<file path="src/rtl/vga_fb_arbiter.sv">
// rtl/vga_fb_arbiter.sv - shared framebuffer port arbiter with upscaled scan-out; FBARB_STALL_CNT_EN adds stall_cnt
module vga_fb_arbiter #(
    parameter int         FB_W        = 160,
    parameter int         FB_H        = 120,
    parameter int         SCALE_SHIFT = 2,
    parameter int         ADDR_W      = 15,
    parameter logic [2:0] BORDER_RGB  = 3'b000
) (
    input  logic              clk,
    input  logic              rst,
    input  logic [9:0]        pixel_x,
    input  logic [9:0]        pixel_y,
    input  logic              video_on,
    input  logic              hsync_in,
    input  logic              vsync_in,
    output logic [2:0]        rgb,
    output logic              hsync,
    output logic              vsync,
    input  logic              wr_valid,
    output logic              wr_ready,
    input  logic [ADDR_W-1:0] wr_addr,
    input  logic [2:0]        wr_data,
    input  logic              clear_req,
    input  logic [2:0]        clear_color,
    output logic              clear_busy,
`ifdef FBARB_STALL_CNT_EN
    output logic [15:0]       stall_cnt,
`endif
    output logic [ADDR_W-1:0] ram_addr,
    output logic              ram_we,
    output logic [2:0]        ram_wdata,
    input  logic [2:0]        ram_rdata
);

    localparam int                AW2       = ADDR_W + SCALE_SHIFT;
    localparam logic [9:0]        LOW_MASK  = 10'((1 << SCALE_SHIFT) - 1);
    localparam logic [9:0]        FB_W_L    = 10'(FB_W);
    localparam logic [9:0]        FB_H_L    = 10'(FB_H);
    localparam logic [ADDR_W:0]   FB_SIZE   = (ADDR_W + 1)'(FB_W * FB_H);
    localparam logic [ADDR_W-1:0] LAST_ADDR = ADDR_W'(FB_W * FB_H - 1);

    typedef enum logic {ST_IDLE, ST_CLEAR} state_t;

    state_t            r_state;
    logic [ADDR_W-1:0] r_clr_addr;
    logic [2:0]        r_clr_color;
    logic              r_vo_d1;
    logic              r_in_fb_d1;
    logic              r_rd_d1;
    logic              r_hs_d1;
    logic              r_vs_d1;

    logic [9:0]        w_fx;
    logic [9:0]        w_fy;
    logic              w_in_fb;
    logic              w_disp_rd;
    logic [ADDR_W-1:0] w_rd_addr;
    logic              w_wr_in_range;
    logic              w_wr_fire;

    // Screen position mapped onto the framebuffer grid; one read per fb pixel column.
    assign w_fx      = pixel_x >> SCALE_SHIFT;
    assign w_fy      = pixel_y >> SCALE_SHIFT;
    assign w_in_fb   = video_on && (w_fx < FB_W_L) && (w_fy < FB_H_L);
    assign w_disp_rd = w_in_fb && ((pixel_x & LOW_MASK) == 10'd0);
    assign w_rd_addr = ADDR_W'(AW2'(w_fy) * AW2'(FB_W) + AW2'(w_fx));

    // Writer only gets the port when neither scan-out nor a fill wants it.
    assign wr_ready      = !w_disp_rd && !clear_busy && !rst;
    assign w_wr_fire     = wr_valid && wr_ready;
    assign w_wr_in_range = {1'b0, wr_addr} < FB_SIZE;

    // Single RAM port mux: display read beats fill write beats external writer.
    always_comb begin
        ram_addr  = wr_addr;
        ram_wdata = wr_data;
        ram_we    = 1'b0;
        if (w_disp_rd) begin
            ram_addr = w_rd_addr;
        end else if (r_state == ST_CLEAR) begin
            ram_addr  = r_clr_addr;
            ram_wdata = r_clr_color;
            ram_we    = !rst;
        end else begin
            ram_we = w_wr_fire && w_wr_in_range;
        end
    end

    // Fill sequencer: walks every fb address, yielding to display reads.
    always_ff @(posedge clk or posedge rst) begin
        if (rst) begin
            r_state     <= ST_IDLE;
            clear_busy  <= 1'b0;
            r_clr_addr  <= '0;
            r_clr_color <= 3'b000;
        end else begin
            case (r_state)
                ST_IDLE: begin
                    if (clear_req) begin
                        r_state     <= ST_CLEAR;
                        r_clr_color <= clear_color;
                        r_clr_addr  <= '0;
                        clear_busy  <= 1'b1;
                    end
                end
                ST_CLEAR: begin
                    if (!w_disp_rd) begin
                        if (r_clr_addr == LAST_ADDR) begin
                            r_state    <= ST_IDLE;
                            clear_busy <= 1'b0;
                        end else begin
                            r_clr_addr <= r_clr_addr + 1'b1;
                        end
                    end
                end
                default: begin
                    r_state    <= ST_IDLE;
                    clear_busy <= 1'b0;
                end
            endcase
        end
    end

    // First pipeline stage: remember what kind of pixel was presented while RAM reads.
    always_ff @(posedge clk or posedge rst) begin
        if (rst) begin
            r_vo_d1    <= 1'b0;
            r_in_fb_d1 <= 1'b0;
            r_rd_d1    <= 1'b0;
            r_hs_d1    <= 1'b0;
            r_vs_d1    <= 1'b0;
        end else begin
            r_vo_d1    <= video_on;
            r_in_fb_d1 <= w_in_fb;
            r_rd_d1    <= w_disp_rd;
            r_hs_d1    <= hsync_in;
            r_vs_d1    <= vsync_in;
        end
    end

    // Second stage: pick colour; holding rgb between reads replicates pixels horizontally.
    always_ff @(posedge clk or posedge rst) begin
        if (rst) begin
            rgb   <= 3'b000;
            hsync <= 1'b0;
            vsync <= 1'b0;
        end else begin
            hsync <= r_hs_d1;
            vsync <= r_vs_d1;
            if (!r_vo_d1) begin
                rgb <= 3'b000;
            end else if (!r_in_fb_d1) begin
                rgb <= BORDER_RGB;
            end else if (r_rd_d1) begin
                rgb <= ram_rdata;
            end
        end
    end

`ifdef FBARB_STALL_CNT_EN
    // Saturating count of cycles the writer waited; a new fill restarts it.
    always_ff @(posedge clk or posedge rst) begin
        if (rst) begin
            stall_cnt <= 16'h0000;
        end else if ((r_state == ST_IDLE) && clear_req) begin
            stall_cnt <= 16'h0000;
        end else if (wr_valid && !wr_ready && (stall_cnt != 16'hFFFF)) begin
            stall_cnt <= stall_cnt + 16'd1;
        end
    end
`endif

endmodule

</file>
<file path="config.mk">
export PLATFORM = sky130hd
export DESIGN_NAME = vga_fb_arbiter
export DESIGN_NICKNAME = d
export VERILOG_FILES = /design/src/rtl/vga_fb_arbiter.sv
export SDC_FILE = /design/constraint.sdc
export NUM_CORES = 1
export LEC_CHECK = 0
export ABC_AREA = 1
export CORE_MARGIN = 2
export CORE_UTILIZATION = 40
export DETAILED_ROUTE_END_ITERATION = 16
export PLACE_DENSITY = 0.73
export SYNTH_ARGS = -nofsm -noshare
export SYNTH_HDL_FRONTEND = slang
export SYNTH_SLANG_ARGS = --single-unit
</file>
<file path="constraint.sdc">
create_clock -name clk -period 3.67 [get_ports clk]
set_clock_uncertainty 0.15 [all_clocks]
set_input_delay 0.734 -clock clk [delete_from_list [all_inputs] [get_ports clk]]
set_output_delay 0.734 -clock clk [all_outputs]
set_load 0.03 [all_outputs]
</file>
# [Yosys cells after proc, flatten, opt, wreduce, memory -nomap -nowiden]
# Cells that the tools add are included.
[op_classes] eq_ne=6 multipliers=1 order_cmp=3 bitwise=1 reduce_logical=14 n_mux=21 n_addsub=2
[ops] op="$mux W15" count=5
[ops] op="$pmux W15 S2" count=1
[ops] op="$add A15 B1 Y15 const B" count=1
[ops] op="$add A15 B8 Y15" count=1
[ops] op="$eq A15 B15 Y1 const B" count=1
[ops] op="$lt A15 B15 Y1 const B" count=1
[ops] op="$mux W3" count=5
[ops] op="$logic_not A10 Y1" count=1
[ops] op="$mul A8 B3 Y10 const B" count=1
[ops] op="$lt A8 B7 Y1 const B" count=1
[ops] op="$lt A8 B8 Y1 const B" count=1
[ops] op="$mux W1" count=8
[ops] op="$logic_and A1 B1 Y1" count=7
[ops] op="$ne A2 B2 Y1 const B" count=3
[ops] op="$reduce_and A3 Y1" count=2
[ops] op="$pmux W1 S2" count=2
[ops] op="$logic_not A1 Y1" count=3
[ops] op="$ne A3 B2 Y1 const B" count=1
[ops] op="$ne A2 B1 Y1 const B" count=1
[ops] op="$reduce_and A2 Y1" count=1
[ops] op="$not A1 Y1" count=1
[totals] elab_cells=60 inputBits=51 out_inout_bits=26 register_bits=30

# [Longest topological paths before layout]
[depth] word_depth=11 ltp_mapped=14 depth_no_buf=14

# [Least setup slack after synthesis]
# OpenSTA, ideal clock, no wires.
[synth_timing] path_kind="input -> output" startpoint="input port pixel_y[3]" endpoint="output port ram_addr[13]" path_slack_ns=-0.220 required_ns=2.786 arrival_time_ns=3.006 cell_stages=11 cell_sequence="ha_1 ha_1 inv_1 fa_1 nor2_1 nand3_1 nor2_1 nand2_1 nor2_1 nor2_1 o21ai_0"
[synth_between] elab_chain_cells=4
[synth_lines] element="from (decl)" line="12" rtl="input logic [9:0] pixel_y,"
[synth_lines] element="parallel branches: the longest is 3 deep, another holds $add A15 B8 Y15"
[synth_lines] element="$mux W15 (*)" line="78" rtl="if (w_disp_rd) begin"
[synth_lines] element="to (decl)" line="29" rtl="output logic [ADDR_W-1:0] ram_addr,"
# Mark *: on every way between the ends.

# [Worst setup path after layout]
[layout_timing] startpoint="input port pixel_y[5]" endpoint="output port ram_addr[13]"
# Same word-level chain as after synthesis.

==> flow_summary.json <==
{
  "clk_latency_ns": 0.29,
  "rows": 29,
  "relSlewSlack": 0.695,
  "synth_xor_area_frac": 0.0406,
  "synth_mux_area_frac": 0,
  "via_count": 2736,
  "cts_tree": "built",
  "final_hold_viol_count": 0,
  "gp_congestion": 0.868,
  "synth_compound_area_frac": 0.114,
  "die_area_sq_mm": 0.00713,
  "grt_pass1_wl_um": 11600,
  "critPathArrivalTime_ns": 2.76,
  "max_freq_mhz": 274,
  "netlist_area_sq_mm": 0.00259,
  "ir_worst_vdd_mv": 0.264,
  "p_per_area_mw_per_mm2": 385,
  "dpl_worst_slack_ns": -0.414,
  "start_util": 0.410,
  "track_usage": 0.198,
  "period_needed_ns": 3.65,
  "hold_class": "reg -> reg",
  "layout_commonest_cell": "nand2_1",
  "grt_pass1_vias": 2594,
  "area_delta_synth_final_pct": 44.8,
  "synthCells": 376,
  "synth_top_area_cell": "dfrtp_1",
  "crit_path_end_kind": "output port",
  "synth_seq_cells": 30,
  "layout-drive-gt1-share": 0.218,
  "drt-total-wl_um": 7060,
  "dpl.hpwl_um": 5280,
  "startpoint_type": "input port",
  "numCtsBuffers": 5,
  "core_region_area_sq_mm": 0.00631,
  "drt-initial-drc-count": 104,
  "cts_num_sinks": 30,
  "tightest_slew_ns": 0.456,
  "holdBufCountCts": 0,
  "syn_avg_cell_area_sq_um": 6.88,
  "cts-root-buf": "clkbuf_8",
  "antenna_left": 0,
  "syn_nets": 445,
  "path_class": "in -> out",
  "setup_ws_ns": 0.0244,
  "p_leak_nw": 1.80,
  "status": "finished, final reports clean",
  "grt_max_degree": 31,
  "vias_per_cell": 4.97,
  "ys_top_cells_by_area": "dfrtp_1, nand2_1, ha_1",
  "cap_violations": 0,
  "setup_viol": 0,
  "antenna_found_initial": 0,
  "clockBufferDepth": 2,
  "drc": 0,
  "htree_num_levels": 2,
  "setup_tns_ns": 0,
  "path_clk_slew_ns": 0.07,
  "io_pins": 77,
  "worstPathMaxFanout": 2,
  "layout_common_cells": "nand2_1, clkdlybuf4s50_1, inv_1, buf_4, nor2_1",
  "slew_violations": 0,
  "routedWlPerCell_um": 12.8,
  "netlist.area_leader.share": 0.290,
  "synth.yosys.seq_area_share": 0.290,
  "grt_overflow": 0,
  "fin_crit_sh": 0.993,
  "synth_cell_types": 37,
  "port_buffers": 74,
  "drtPass1Iterations": 4,
  "die-height_um": 84.4,
  "synth-simple-area-share": 0.365,
  "synthAdderAreaFrac": 0.0928,
  "antenna_cells": 0,
  "rsz0062_at_grt": "true",
  "cp_data_required_time_ns": 2.79,
  "fin_nets": 541,
  "die_w_um": 84.4,
  "synth_top_family_by_area": "simple AND/OR/NAND/NOR gates",
  "synth_warnings": 0
}
==> final cells by class <==
| cell class | instances | area, sq um |
|---|---|---|
| fillers | 594 | 2570 |
| repair buffers | 99 | 893 |
| flip-flops and latches | 30 | 751 |
| multi-input cells | 285 | 1720 |
| clock inverters | 2 | 12.5 |
| clock buffers | 6 | 82.6 |
| well taps | 77 | 96.3 |
| inverters | 51 | 193 |
==> through the flow <==
| step | total power (W) | instance area [sq um] | utilization | std cells | hold WS [ns] |
|---|---|---|---|---|---|
| finish | 0.00144 | 3750 | 0.594 | 550 | 0.206 |
| global route | 0.00154 | 3750 | 0.594 | 550 | 0.213 |
| CTS | 0.00143 | 3660 | 0.580 | 549 | 0.204 |
| detailed placement | 0.00113 | 3500 | 0.554 | 541 | 0.187 |
| global placement | 0.00111 | 3500 | 0.554 | 541 | 0.184 |
| floorplan | 0.000876 | 2590 | - | 376 | 0.181 |
==> worst max-delay path: stages <==
cell and delay, ns:
buf_8 0.10, ha_4 0.27, ha_4 0.13, inv_2 0.04, fa_1 0.51, nor2_2 0.16, nand3_2 0.11, nor2_1 0.14
nand2_1 0.07, nor2_1 0.13, nor2_1 0.06, o21ai_1 0.14, buf_4 0.18
==> report_power, final <==
group	switching [W]	leakage [nW]	internal, W	total [W]
Combinational	0.000407	1.36	0.000300	0.000706
Clock	0.000136	0.0472	0.000151	0.000287
Sequential	0.0000669	0.385	0.000382	0.000449
Total	0.000610	1.80	0.000832	0.00144
==> Yosys cell counts <==
| library cell | count |
|---|---|
| nand2_1 | 105 |
| inv_1 | 48 |
| nor2_1 | 38 |
| dfrtp_1 | 30 |
| nand3_1 | 24 |
| o21ai_0 | 17 |
| ha_1 | 16 |
| nor3_1 | 14 |
| nand2_2 | 10 |
| o21ai_2 | 10 |
| a21oi_1 | 8 |
| xor2_1 | 8 |
| nand4_1 | 7 |
| o22ai_1 | 5 |
| xnor2_1 | 4 |
| buf_2 | 3 |
| clkbuf_1 | 3 |
| a31oi_1 | 2 |
| buf_6 | 2 |
| fa_1 | 2 |
| inv_2 | 2 |
| nand3_4 | 2 |
| o31ai_1 | 2 |
| a22oi_1 | 1 |
| and3_1 | 1 |
| buf_1 | 1 |
| buf_4 | 1 |
| clkinv_2 | 1 |
| nand2_4 | 1 |
| nand3_2 | 1 |
| nand3b_1 | 1 |
| nor2_2 | 1 |
| nor2_4 | 1 |
| nor3_4 | 1 |
| nor3b_1 | 1 |
| o211ai_1 | 1 |
| o21a_1 | 1 |
==> metal layers <==
layer / GRT usage / vias up / wire length (um)
met5: 0 / - / 0
met4: 0.0592 / 0 / 108
met3: 0.0501 / 10 / 390
met2: 0.325 / 81 / 3260
met1: 0.257 / 1240 / 3300
li1: - / 1405 / -
==> flip-flops by register name (all words and copies together), names as in the netlist <==
register	cells
vsync	1
rgb	3
r_clr_color	3
r_hs_d1	1
hsync	1
r_vs_d1	1
clear_busy	1
r_vo_d1	1
r_state	1
r_clr_addr	15
r_rd_d1	1
r_in_fb_d1	1
==> kinds of logic (layout without fill, tap and decap cells) <==
logic type	after synthesis	in the layout
AOI/OAI and AO/OA	47	47
xor gates and xnor gates	12	12
adders and majority gates	18	18
buffers and inverters	61	158
DFF	30	30
and+or+nand+nor	208	208
==> timing repair <==
action | CTS | global route
pin swaps | 11 | 10
gates resized for setup | 30 | 17
setup endpoints to repair | 6 | 8
setup buffers | 0 | 1
==> path summary, 6_finish.rpt <==
kind                                       end  slack, ns  cells after the start        from
worst max-delay path              ram_addr[13]       0.02                     13  pixel_y[5]
worst min-delay path                     vsync       0.21                      0     r_vs_d1
worst max register to register  r_clr_addr[14]       1.51                      6     r_state
worst min register to register           vsync       0.21                      0     r_vs_d1
max in group asynchronous                hsync       2.31                      3         rst
min in group asynchronous        r_clr_addr[5]       0.77                      3         rst
No activity file was read; power rests on OpenSTA's default activity.
